===== config.mk =====
export PLATFORM = sky130hd
export DESIGN_NAME = axis_decimator
export DESIGN_NICKNAME = d
export VERILOG_FILES = /design/src/rtl/axis_decimator.sv
export SDC_FILE = /design/constraint.sdc
export NUM_CORES = 1
export LEC_CHECK = 0
export CAP_MARGIN = 20
export CORE_MARGIN = 1
export CORE_UTILIZATION = 46
export CTS_BUF_LIST = sky130_fd_sc_hd__clkbuf_8
export DETAILED_ROUTE_END_ITERATION = 8
export PLACE_DENSITY_LB_ADDON = 0.1
export SETUP_SLACK_MARGIN = 0.4
export SLEW_MARGIN = 15
export SYNTH_ARGS = -nofsm -noshare
export SYNTH_HDL_FRONTEND = slang
export SYNTH_SLANG_ARGS = --single-unit

===== constraint.sdc =====
create_clock -name s00_axis_aclk -period 2.1 [get_ports s00_axis_aclk]
set_input_delay 0.42 -clock s00_axis_aclk [delete_from_list [all_inputs] [get_ports s00_axis_aclk]]
set_output_delay 0.42 -clock s00_axis_aclk [all_outputs]
set_load 0.005 [all_outputs]

===== src/rtl/axis_decimator.sv =====
// AXI-Stream decimator by 2^DECIM_LOG2 with a two-entry (main + skid) output buffer.
// Define DECIM_AVG_EN for boxcar averaging; otherwise the closing beat of each group is kept.
module axis_decimator #(
    parameter int C_S00_AXIS_TDATA_WIDTH = 32,
    parameter int C_M00_AXIS_TDATA_WIDTH = 32,
    parameter int DECIM_LOG2             = 3
) (
    input  logic                                  s00_axis_aclk,
    input  logic                                  s00_axis_aresetn,
    input  logic                                  s00_axis_tvalid,
    input  logic [C_S00_AXIS_TDATA_WIDTH-1:0]     s00_axis_tdata,
    input  logic                                  s00_axis_tlast,
    input  logic [C_S00_AXIS_TDATA_WIDTH/8-1:0]   s00_axis_tstrb,
    output logic                                  s00_axis_tready,
    input  logic                                  m00_axis_tready,
    output logic                                  m00_axis_tvalid,
    output logic [C_M00_AXIS_TDATA_WIDTH-1:0]     m00_axis_tdata,
    output logic                                  m00_axis_tlast,
    output logic [C_M00_AXIS_TDATA_WIDTH/8-1:0]   m00_axis_tstrb
);
    localparam int W = C_M00_AXIS_TDATA_WIDTH;

    logic [DECIM_LOG2-1:0] phase;
    logic                  main_valid, main_last, skid_valid, skid_last;
    logic [W-1:0]          main_data, skid_data, word;
    logic                  accept, closing, consume;
    logic                  unused_tstrb;

    assign unused_tstrb = ^s00_axis_tstrb;

    // tready depends only on the skid register, so no path from m00_axis_tready.
    assign s00_axis_tready = ~skid_valid;
    assign accept          = s00_axis_tvalid & ~skid_valid;
    assign closing         = accept & ((&phase) | s00_axis_tlast);
    assign consume         = main_valid & m00_axis_tready;

    assign m00_axis_tvalid = main_valid;
    assign m00_axis_tdata  = main_data;
    assign m00_axis_tlast  = main_last;
    assign m00_axis_tstrb  = '1;

`ifdef DECIM_AVG_EN
    localparam int ACC_W = C_S00_AXIS_TDATA_WIDTH + DECIM_LOG2;
    logic signed [ACC_W-1:0] acc, acc_next;

    assign acc_next = acc + ACC_W'($signed(s00_axis_tdata));
    // Shortened groups still divide by N; the attenuation is intended.
    assign word     = W'(acc_next >>> DECIM_LOG2);

    always_ff @(posedge s00_axis_aclk or negedge s00_axis_aresetn) begin
        if (!s00_axis_aresetn)
            acc <= '0;
        else if (closing)
            acc <= '0;
        else if (accept)
            acc <= acc_next;
    end
`else
    assign word = W'(s00_axis_tdata);
`endif

    always_ff @(posedge s00_axis_aclk or negedge s00_axis_aresetn) begin
        if (!s00_axis_aresetn)
            phase <= '0;
        else if (closing)
            phase <= '0;
        else if (accept)
            phase <= phase + 1'b1;
    end

    // A closing beat is never accepted while skid is full, so skid->main and a new word never collide.
    always_ff @(posedge s00_axis_aclk or negedge s00_axis_aresetn) begin
        if (!s00_axis_aresetn) begin
            main_valid <= 1'b0;
            main_data  <= '0;
            main_last  <= 1'b0;
            skid_valid <= 1'b0;
            skid_data  <= '0;
            skid_last  <= 1'b0;
        end else if (consume) begin
            if (skid_valid) begin
                main_data  <= skid_data;
                main_last  <= skid_last;
                skid_valid <= 1'b0;
            end else if (closing) begin
                main_data  <= word;
                main_last  <= s00_axis_tlast;
            end else begin
                main_valid <= 1'b0;
            end
        end else if (closing) begin
            if (!main_valid) begin
                main_valid <= 1'b1;
                main_data  <= word;
                main_last  <= s00_axis_tlast;
            end else begin
                skid_valid <= 1'b1;
                skid_data  <= word;
                skid_last  <= s00_axis_tlast;
            end
        end
    end
endmodule


==> impl_metrics.toml <==
[outcome]
status = "finished, violations left"
violations = "negative setup slack"

[pwr]
p_per_area_nw_per_um2 = 1320
peakVddDrop_uv = 731
fin_total_pwr_w = 0.00653
p_sw_share_pct = 26.5
combPwrFrac_pct = 45.7
total_leakage_power_nw = 2.21
intPower_w = 0.00480
p_clk_share_pct = 17.1
p_seq_share_pct = 37.2
switching_power_w = 0.00173

[route]
dr.pass1.iters = 4
wl_per_cell_um = 17.1
drt-vias-per-instance = 5.16
first_iter_violations = 110
vias = 2084
wl_um = 6900
antenna_left = 0
drt_drc_violations_left = 0

[timing]
drv_slew = 0
clock_skew_ns = 0.0136
worst_slack_ns = -0.0190
post-route-min-period_ns = 2.12
setup_violations = 9
rsz0062_at_grt = "yes"
final-hold-violation-count = 0
hold_slack_ns = 0.0746
post-route-period-util_pct = 101
fmax_mhz = 472

[critical_path]
crit_type = "reg2reg"
reg2reg_depth = 9
ff2ff_setup_slack_ns = -0.02
cp_common_cell = "ha_4"
crit_required_ns = 2.32
startpoint_type = "flop"
slowest_stage = "dfrtp_1"
max_stage_delay_ns = 0.36
regToRegStartpoint = "phase[0]$_DFFE_PN0P_"
crit_fanout = 7
cp-end-kind = "flop"
crit_chain = "ha_2 -> ha_4 -> nor2_4 -> or2_4 -> ha_4 -> a221oi_4 -> buf_6 -> clkbuf_16 -> mux2_4"
cp_top_family = "adder cells"
cp.arrival_ns = 2.34
worstReg2RegEnd = "m00_axis_tdata[2]$_DFFE_PN0P_"
crit_start = "phase[0]$_DFFE_PN0P_"
critPathBufInv = 2

[die]
io_pins = 80
die_area_um2 = 7330
fp-row-count = 30
dieHeight_um = 85.6
core_um2 = 6760
die_w_um = 85.6
start_util_pct = 47.6

[clock_network]
holdBufCountCts = 0
clock-sinks = 71
clock_latency_ns = 0.35
cts_tree = "built"
ctsLongestPathBuffers = 2
htreeDepth = 3
clk_pin_slew_ns = 0.07
clockRootBuffer = "clkbuf_8"
cts_buffers = 9

[yosys]
synth.area.mux_share_pct = 35.3
synthesis.area_um2 = 3210
synth.avg_cell_area_um2 = 15.5
synth_compound_area_share_pct = 1.99
synth_cell_types = 21
synth-xor-area-share_pct = 0
post_synth_and_or_nand_nor_area_fraction_pct = 2.10
synth-seq-area-share_pct = 55.3
synth_top_family_by_area = "multiplexers"
synth_area_leader_cell = "dfrtp_1"
synth_warnings = 0
synth_fa_ha_area_share_pct = 1.17
synth-seq-cells = 71
synth.area.top_cells = "dfrtp_1 (55%), mux2_2 (33%), buf_6 (2.1%)"
netlist_instances = 207
yosys.area.top_type_share_pct = 55.3

[final_layout]
regArea_um2 = 1780
multi_input_area_um2 = 1600
fin_cells = 404
nNetsFinal = 363
mostFrequentLayoutCells = "dfrtp_1 (70), clkdlybuf4s50_1 (69), mux2_4 (66), mux2_2 (34), buf_4 (16)"
diodes = 0
postLayoutCellArea_um2 = 4950
area_delta_synth_final_pct = 54.0
layout-drive-gt1-share_pct = 51.9
final_common_cell = "dfrtp_1"
filler_cell_count = 451

[place]
gp_congestion = 0.683
pre_cts_ws_ns = -0.311
placed_area_um2 = 4330
portBuffers = 71
dp_cells = 368
dpl.hpwl_um = 3990

[global_route]
antenna_found_initial = 0
grt_pass1_vias = 2193
track_usage_pct = 19.6
grt_pass1_wl_um = 10900
grt_max_degree = 72
overflow = 0

[hold_path]
min_path_type = "in2async"

[run]
maxCapViolCount = 0
[final cells by class]
class / instances / share of cell area, %
Timing Repair Buffer: 111 / 25.4
Sequential cell: 71 / 35.9
Clock inverter: 5 / 1.14
Tap cell: 80 / 2.02
Multi-Input combinational cell: 123 / 32.2
Clock buffer: 11 / 3.06
Inverter: 3 / 0.228
[kinds of logic (layout without fill, tap and decap cells)]
family,after synthesis,in the layout
multiplexers,100,100
other,1,4
flip-flops,71,71
AND/OR/NAND/NOR,9,9
buffers and inverters,16,130
adder cells (fa/ha/maj),3,3
AO/OA/AOI/OAI,7,7
[worst max path at each step]
stage                     slack (ns)  cells after the start                        endpoint
after floorplan                 0.04                      8  m00_axis_tdata[10]$_DFFE_PN0P_
after global placement         -0.28                      7  m00_axis_tdata[25]$_DFFE_PN0P_
after detailed placement       -0.31                      7  m00_axis_tdata[15]$_DFFE_PN0P_
after CTS                      -0.02                      9  m00_axis_tdata[15]$_DFFE_PN0P_
after global routing            -0.1                      9   m00_axis_tdata[2]$_DFFE_PN0P_
final                          -0.02                      9   m00_axis_tdata[2]$_DFFE_PN0P_
[power groups by stage]
stage	Sequential, W	Combinational [W]	Clock [W]
floorplan	0.00241	0.00143	0
global placement	0.00242	0.00247	0
detailed placement	0.00244	0.00252	0
CTS	0.00242	0.00281	0.00115
global route	0.00252	0.00318	0.00121
finish	0.00243	0.00298	0.00112
[layer usage]
layer / up-vias / global-route usage [%] / part of all wire, %
met5: - / 0 / 0
met4: 0 / 9.39 / 1.9
met3: 11 / 3.75 / 3.9
met2: 50 / 28.9 / 45
met1: 1063 / 27.8 / 49
li1: 960 / - / -
[Yosys cell counts, drive strengths merged]
cell / count
nor2: 1
ha: 3
nand3: 1
nand2b: 1
a22o: 2
nor3: 1
inv: 3
dfrtp: 71
a221oi: 1
or2b: 1
nand2: 2
buf: 13
nor4: 1
o21ai: 4
or2: 1
mux2: 100
conb: 1
[stage by stage]
step / setup TNS (ns) / util [%]
5_1_grt: -2.94 / 73.3
2_1_floorplan: 0 / -
3_3_place_gp: -9.12 / 64.1
4_1_cts: -0.209 / 71.5
3_5_place_dp: -10.49 / 64.1
6_report: -0.0963 / 73.3
[flip-flops by register name, summed over array words and instances, names as in the netlist]
| register | cells |
|---|---|
| skid_valid | 1 |
| m00_axis_tvalid | 1 |
| skid_data | 32 |
| phase | 3 |
| m00_axis_tlast | 1 |
| m00_axis_tdata | 32 |
| skid_last | 1 |
[what timing repair did]
action,in CTS,in global routing
pin swaps,0,3
buffers inserted,13,2
resized for setup,29,15
cloned,3,2
endpoints found under the setup margin,68,67
Note: power is estimated with default switching activity, not from simulation.
